`src/rtl/lsu_pkg.sv`:
```
// Shared types and constants for the load/store unit.
// Latency: n/a (package only).
// Backpressure: n/a (package only).
package lsu_pkg;

   localparam int XLEN      = 32;
   localparam int BYTE_W    = 8;
   localparam int HALF_W    = 16;
   localparam int NUM_LANES = XLEN / BYTE_W;

   // RV32I funct3 width/sign codes (loads and stores share encodings)
   localparam logic [2:0] LB  = 3'b000;
   localparam logic [2:0] LH  = 3'b001;
   localparam logic [2:0] LW  = 3'b010;
   localparam logic [2:0] LBU = 3'b100;
   localparam logic [2:0] LHU = 3'b101;
   localparam logic [2:0] SB  = 3'b000;
   localparam logic [2:0] SH  = 3'b001;
   localparam logic [2:0] SW  = 3'b010;

   typedef enum logic [1:0] {
      IDLE = 2'd0,
      BUSY = 2'd1,
      DONE = 2'd2
   } lsu_state_t;

   // Everything the bus side needs, held stable for the whole BUSY phase
   typedef struct packed {
      logic                 we;
      logic [XLEN-1:0]      addr;
      logic [NUM_LANES-1:0] wstrb;
      logic [XLEN-1:0]      wdata;
   } mem_req_t;

   // Unsupported width codes are folded into the misaligned path so the
   // core only has one reject signal to handle.
   function automatic logic is_illegal(input logic       write,
                                       input logic [2:0] f3,
                                       input logic [1:0] off);
      logic bad;
      bad = 1'b0;
      if (write) begin
         case (f3)
            SB:      bad = 1'b0;
            SH:      bad = off[0];
            SW:      bad = |off;
            default: bad = 1'b1;
         endcase
      end else begin
         case (f3)
            LB, LBU: bad = 1'b0;
            LH, LHU: bad = off[0];
            LW:      bad = |off;
            default: bad = 1'b1;
         endcase
      end
      return bad;
   endfunction

endpackage

```
`src/rtl/lsu_load_align.sv`:
```
// Extracts and sign/zero-extends the addressed byte/half/word of a read word.
// Latency: purely combinational.
// Backpressure: none; output follows inputs.
module lsu_load_align
   import lsu_pkg::*;
(
   input  logic [XLEN-1:0] word,
   input  logic [2:0]      funct3,
   input  logic [1:0]      byte_off,
   output logic [XLEN-1:0] load_value
);

   logic [BYTE_W-1:0] sel_byte;
   logic [HALF_W-1:0] sel_half;

   // Pick the lane, then extend according to the width/sign code
   always_comb begin
      sel_byte   = '0;
      sel_half   = '0;
      load_value = '0;
      case (byte_off)
         2'd0:    sel_byte = word[7:0];
         2'd1:    sel_byte = word[15:8];
         2'd2:    sel_byte = word[23:16];
         default: sel_byte = word[31:24];
      endcase
      sel_half = byte_off[1] ? word[31:16] : word[15:0];
      case (funct3)
         LB:      load_value = {{(XLEN-BYTE_W){sel_byte[BYTE_W-1]}}, sel_byte};
         LBU:     load_value = {{(XLEN-BYTE_W){1'b0}}, sel_byte};
         LH:      load_value = {{(XLEN-HALF_W){sel_half[HALF_W-1]}}, sel_half};
         LHU:     load_value = {{(XLEN-HALF_W){1'b0}}, sel_half};
         LW:      load_value = word;
         default: load_value = '0;
      endcase
   end

endmodule

```
`src/rtl/load_store_unit.sv`:
```
// RV32I load/store unit: lane steering, alignment check, valid/ready data bus access; LSU_TIMEOUT_EN adds a bus timeout.
// Latency: 3 cycles minimum (IDLE -> BUSY -> DONE), +1 per mem_ready wait state.
// Backpressure: holds stall high and bus request stable until mem_ready (or timeout abort).
module load_store_unit
   import lsu_pkg::*;
#(
   parameter int TIMEOUT_CYCLES = 255
) (
   input  logic                 clk,
   input  logic                 rst,
   input  logic                 req_valid,
   input  logic                 req_write,
   input  logic [2:0]           funct3,
   input  logic [XLEN-1:0]      addr,
   input  logic [XLEN-1:0]      wdata,
   output logic                 stall,
   output logic [XLEN-1:0]      load_value,
   output logic                 done,
   output logic                 misaligned,
   output logic                 bus_error,
   output logic                 mem_valid,
   output logic                 mem_we,
   output logic [XLEN-1:0]      mem_addr,
   output logic [NUM_LANES-1:0] mem_wstrb,
   output logic [XLEN-1:0]      mem_wdata,
   input  logic                 mem_ready,
   input  logic [XLEN-1:0]      mem_rdata
);

   lsu_state_t      state, state_nxt;
   mem_req_t        req_q, req_steer;
   logic [2:0]      f3_q;
   logic [1:0]      off_q;
   logic [XLEN-1:0] rdata_q;
   logic [XLEN-1:0] aligned;
   logic            err_q;
   logic            illegal;
   logic            accept;
   logic            timeout;

   assign illegal = is_illegal(req_write, funct3, addr[1:0]);
   assign accept  = (state == IDLE) && req_valid && !illegal;

   // Build the word-aligned bus request with store data replicated onto every lane
   always_comb begin
      req_steer       = '0;
      req_steer.we    = req_write;
      req_steer.addr  = {addr[XLEN-1:2], 2'b00};
      if (req_write) begin
         case (funct3)
            SB: begin
               req_steer.wstrb = 4'b0001 << addr[1:0];
               req_steer.wdata = {NUM_LANES{wdata[BYTE_W-1:0]}};
            end
            SH: begin
               req_steer.wstrb = 4'b0011 << addr[1:0];
               req_steer.wdata = {2{wdata[HALF_W-1:0]}};
            end
            default: begin
               req_steer.wstrb = 4'b1111;
               req_steer.wdata = wdata;
            end
         endcase
      end
   end

`ifdef LSU_TIMEOUT_EN
   localparam int CNT_W = (TIMEOUT_CYCLES > 255) ? $clog2(TIMEOUT_CYCLES + 1) : 8;
   logic [CNT_W-1:0] busy_cnt;

   // Count BUSY cycles that went by without mem_ready
   always_ff @(posedge clk) begin
      if (rst) begin
         busy_cnt <= '0;
      end else if (accept) begin
         busy_cnt <= '0;
      end else if (state == BUSY && !mem_ready) begin
         busy_cnt <= busy_cnt + 1'b1;
      end
   end

   // Abort on the last allowed wait cycle; a same-cycle mem_ready completes normally
   assign timeout   = (state == BUSY) && !mem_ready &&
                      (busy_cnt == CNT_W'(TIMEOUT_CYCLES - 1));
   assign bus_error = (state == DONE) && err_q;
`else
   logic unused_timeout_cfg;
   assign unused_timeout_cfg = (TIMEOUT_CYCLES != 0);
   assign timeout            = 1'b0;
   assign bus_error          = 1'b0;
`endif

   // State register
   always_ff @(posedge clk) begin
      if (rst) begin
         state <= IDLE;
      end else begin
         state <= state_nxt;
      end
   end

   // Next state and handshake outputs
   always_comb begin
      state_nxt  = state;
      stall      = 1'b0;
      done       = 1'b0;
      mem_valid  = 1'b0;
      misaligned = 1'b0;
      case (state)
         IDLE: begin
            if (req_valid) begin
               if (illegal) begin
                  misaligned = 1'b1;
               end else begin
                  stall     = 1'b1;
                  state_nxt = BUSY;
               end
            end
         end
         BUSY: begin
            mem_valid = 1'b1;
            stall     = 1'b1;
            if (mem_ready || timeout) begin
               state_nxt = DONE;
            end
         end
         DONE: begin
            // Instruction retires here; req_valid is still the same instruction
            done      = 1'b1;
            state_nxt = IDLE;
         end
         default: state_nxt = IDLE;
      endcase
   end

   // Request latch and read-data capture
   always_ff @(posedge clk) begin
      if (rst) begin
         req_q   <= '0;
         f3_q    <= '0;
         off_q   <= '0;
         rdata_q <= '0;
         err_q   <= 1'b0;
      end else begin
         if (accept) begin
            req_q <= req_steer;
            f3_q  <= funct3;
            off_q <= addr[1:0];
            err_q <= 1'b0;
         end
         if (state == BUSY && mem_ready) begin
            rdata_q <= mem_rdata;
         end
         if (timeout) begin
            rdata_q <= '0;
            err_q   <= 1'b1;
         end
      end
   end

   assign mem_we    = req_q.we;
   assign mem_addr  = req_q.addr;
   assign mem_wstrb = req_q.wstrb;
   assign mem_wdata = req_q.wdata;

   lsu_load_align u_align (
      .word       (rdata_q),
      .funct3     (f3_q),
      .byte_off   (off_q),
      .load_value (aligned)
   );

   assign load_value = (state == DONE && !req_q.we && !err_q) ? aligned : '0;

endmodule

```
`config.mk`:
```
export PLATFORM = sky130hd
export DESIGN_NAME = load_store_unit
export DESIGN_NICKNAME = d
export VERILOG_FILES = /design/src/rtl/lsu_pkg.sv /design/src/rtl/lsu_load_align.sv /design/src/rtl/load_store_unit.sv
export SDC_FILE = /design/constraint.sdc
export NUM_CORES = 1
export LEC_CHECK = 0
export CAP_MARGIN = 20
export CORE_MARGIN = 3
export CORE_UTILIZATION = 40
export DETAILED_ROUTE_END_ITERATION = 10
export GPL_TIMING_DRIVEN = 0
export PLACE_DENSITY = 0.7
export SETUP_SLACK_MARGIN = 0.02
export SYNTH_ARGS = -nofsm -noshare
export SYNTH_HDL_FRONTEND = slang
export SYNTH_SLANG_ARGS = --single-unit
```
`constraint.sdc`:
```
create_clock -name clk -period 5.2 [get_ports clk]
set_input_delay 1.04 -clock clk [delete_from_list [all_inputs] [get_ports clk]]
set_output_delay 1.04 -clock clk [all_outputs]
set_load 0.05 [all_outputs]
```
==> flow_metrics.tcl <==
set metrics [dict create \
    drive_above_1_share_pct 7.28 \
    grt_pass1_vias 6106 \
    synth_area_leaders "dfxtp_1 (37%), mux2i_1 (7.7%), a21oi_1 (6.8%), o211ai_1 (6.7%), o221ai_1 (6.6%)" \
    wl_per_cell_microns 19.2 \
    nets 979 \
    critical_path_class "input pin to output pin" \
    fp.coreArea_sq_um 13600 \
    port_buffers 203 \
    synth.mux.area_fraction_pct 12.9 \
    worstPathRequired_ns 4.16 \
    drc 0 \
    grt_max_degree 17 \
    cpMaxStageDelayCell "clkdlybuf4s50_1" \
    die_w_microns 125 \
    synth_area_leader_cell "dfxtp_1" \
    synth-seq-cells 106 \
    max_freq_ghz 0.213 \
    post_cts_buffers 0 \
    min_path_type "flip-flop to flip-flop" \
    grt_first_pass_wirelength_microns 31700 \
    drv_slew 0 \
    status "complete, no violations" \
    antenna_found_initial 0 \
    cts_tree "done" \
    syn_area_sq_um 5690 \
    highest_layer "met4" \
    wl_met2_microns 9400 \
    synth_compound_area_share_pct 29.7 \
    grtUsageTotal_pct 24.6 \
    yosys.area_share.simple_pct 13.7 \
    met3_length_microns 1370 \
    dieArea_sq_um 15700 \
    grt_setup_unrepaired "false" \
    clock_sinks 106 \
    dr_total_vias 6102 \
    avgSynthCellArea_sq_um 8.63 \
    clockBufferDepth 2 \
    clock-root-buffer "clkbuf_16" \
    path_buf_inv 3 \
    place.gp.congestion 0.905 \
    wl_met1_microns 8970 \
    vdd.ir_drop.worst_mv 0.155 \
    fin_crit_sh_pct 90.3 \
    cp-start-kind "input pin" \
    critPathArrivalTime_ns 3.65 \
    start_util_pct 42.0 \
    cts_resized 0 \
    synth_top_family_by_area "compound AO/OA/AOI/OAI gates" \
    relSlewSlack_pct 45.9 \
    num_rows 42 \
    finalHoldViolCount 0 \
    dr.pass1.iters 5 \
    insertion_delay_ns 0.35 \
    leakagePower_nw 2.66 \
    synth_xor_area_share_pct 0 \
    instances_no_fill 1055 \
    vias_per_cell 5.78 \
    fillers 1213 \
    areaGrowthSynthToFinish_pct 44.9 \
    powerDensity_nw_per_um2 239 \
    io_pins 210 \
    synth_ff_type "dfxtp_1" \
    slowest_delay_ns 0.82 \
    grt_overflow 0 \
    synth_top_area_share_pct 37.3 \
    crit_path_end_kind "output pin" \
    setup_violations 0 \
    diodes 0 \
    ant_nets 0 \
    die_h_microns 125 \
    hpwl_microns 15500 \
    numCtsBuffers 9 \
    synth_cells 659 \
    clkTransAtPathRegs_ns 0.07 \
    drv_cap 0 \
    totalWireLength_microns 20300 \
    cpMostUsedCell "clkdlybuf4s50_1" \
    synth_edf_count 0 \
    yosysWarnings 0 \
    ctsHoldBuffers 0 \
    htree_levels 3 \
    yosysSeqAreaShare_pct 37.3 \
    crit_family "buffers and inverters" \
    worst_clock_skew_ns 0.00676 \
    synthAdderAreaFrac_pct 0 \
    place_inst 1040 \
    synthArstFlopShare_pct 0 \
    path_max_fanout 10 \
    setup_tns_ns 0 \
    tightest_slew_ns 0.811 \
    synth_cell_types 43 \
    min_period_ns 4.69 \
    drt-initial-drc-count 488 \
    crit_path_cell_trace "clkdlybuf4s50_1 > clkbuf_1 > a221oi_2 > o21ai_2 > nand2b_1 > clkdlybuf4s50_1" \
]
[worst min-delay path: stages (launching register included)]
cell      delay, ns
dfxtp_1        0.31
nand2b_1       0.06
mux2i_1        0.05
[power breakdown]
group          switching [mW]  internal [mW]  total (mW)
registers              0.0207          0.839       0.860
clock network           0.304          0.384       0.688
logic                   0.248          0.177       0.425
[worst paths after layout]
path / start / end / slack (ns) / depth (start not counted)
hold reg to reg: mem_wdata[29] / mem_wdata[29] / 0.48 / 2
setup reg to reg: state[0] / mem_wdata[15] / 3.15 / 6
setup / recovery: funct3[1] / stall / 0.51 / 6
hold / removal: mem_wdata[29] / mem_wdata[29] / 0.48 / 2
[synthesized netlist by cell type, types with 4 or more instances]
master and number:
dfxtp_1 106, nand2_1 91, a21oi_1 77, clkbuf_1 57, o211ai_1 51, mux2i_1 44
o221ai_1 43, nand2b_1 32, mux2_2 24, a31oi_1 16, o21bai_1 16, a22oi_1 15
nor2b_1 13, buf_2 10, o31ai_1 9, buf_1 7, o22ai_1 7, nor2_1 5
o21ai_0 4
[cell usage in the layout (no fill, tap or decap), drive strengths merged, types with 23 or more instances in the layout]
| master | n |
|---|---|
| mux2i | 44 |
| nand2b | 32 |
| nand2 | 91 |
| dfxtp | 106 |
| a21oi | 77 |
| clkdlybuf4s50 | 203 |
| o211ai | 51 |
| clkbuf | 68 |
| mux2 | 24 |
| buf | 23 |
| o221ai | 43 |
[logic make-up after synthesis]
family,after synthesis
muxes,69
DFF,106
buffers and inverters,81
other,1
AOI/OAI and AO/OA,245
and+or+nand+nor,157
[flip-flops by register name, summed over array words and instances (netlist names)]
signal and cells:
mem_wdata 32, mem_wstrb 4, mem_we 1, off_q 2
state 2, mem_addr 30, f3_q 3, rdata_q 32
[stage by stage]
stage	instance area (sq um)	hold WS [ns]	power (mW)	utilization [%]	setup slack, ns
floorplan	5700	0.446	1.12	-	1.22
global placement	7950	0.460	1.29	58.6	0.559
detailed placement	7950	0.465	1.30	58.6	0.497
CTS	8240	0.478	1.98	60.8	0.492
global route	8240	0.502	2.04	60.8	0.327
finish	8240	0.475	1.97	60.8	0.507
[routing by layer]
layer  vias up  GRT usage (%)
met1      2921           32.4
met2       267           39.7
li1       2877              -
met3        37           5.71
met5         -              0
met4         0           8.55
[area by class of cell]
class | count | area (sq um) | share of cell area [%]
buffer | 80 | 355 | 4.31
inverter | 1 | 3.75 | 0.0455
clock buffer | 11 | 243 | 2.94
sequential | 106 | 2120 | 25.7
multi-input combinational | 474 | 3210 | 39.0
tap | 176 | 220 | 2.67
clock inverter | 4 | 52.6 | 0.638
timing repair buffer | 203 | 2030 | 24.7
(Power assumes the default switching activity.)
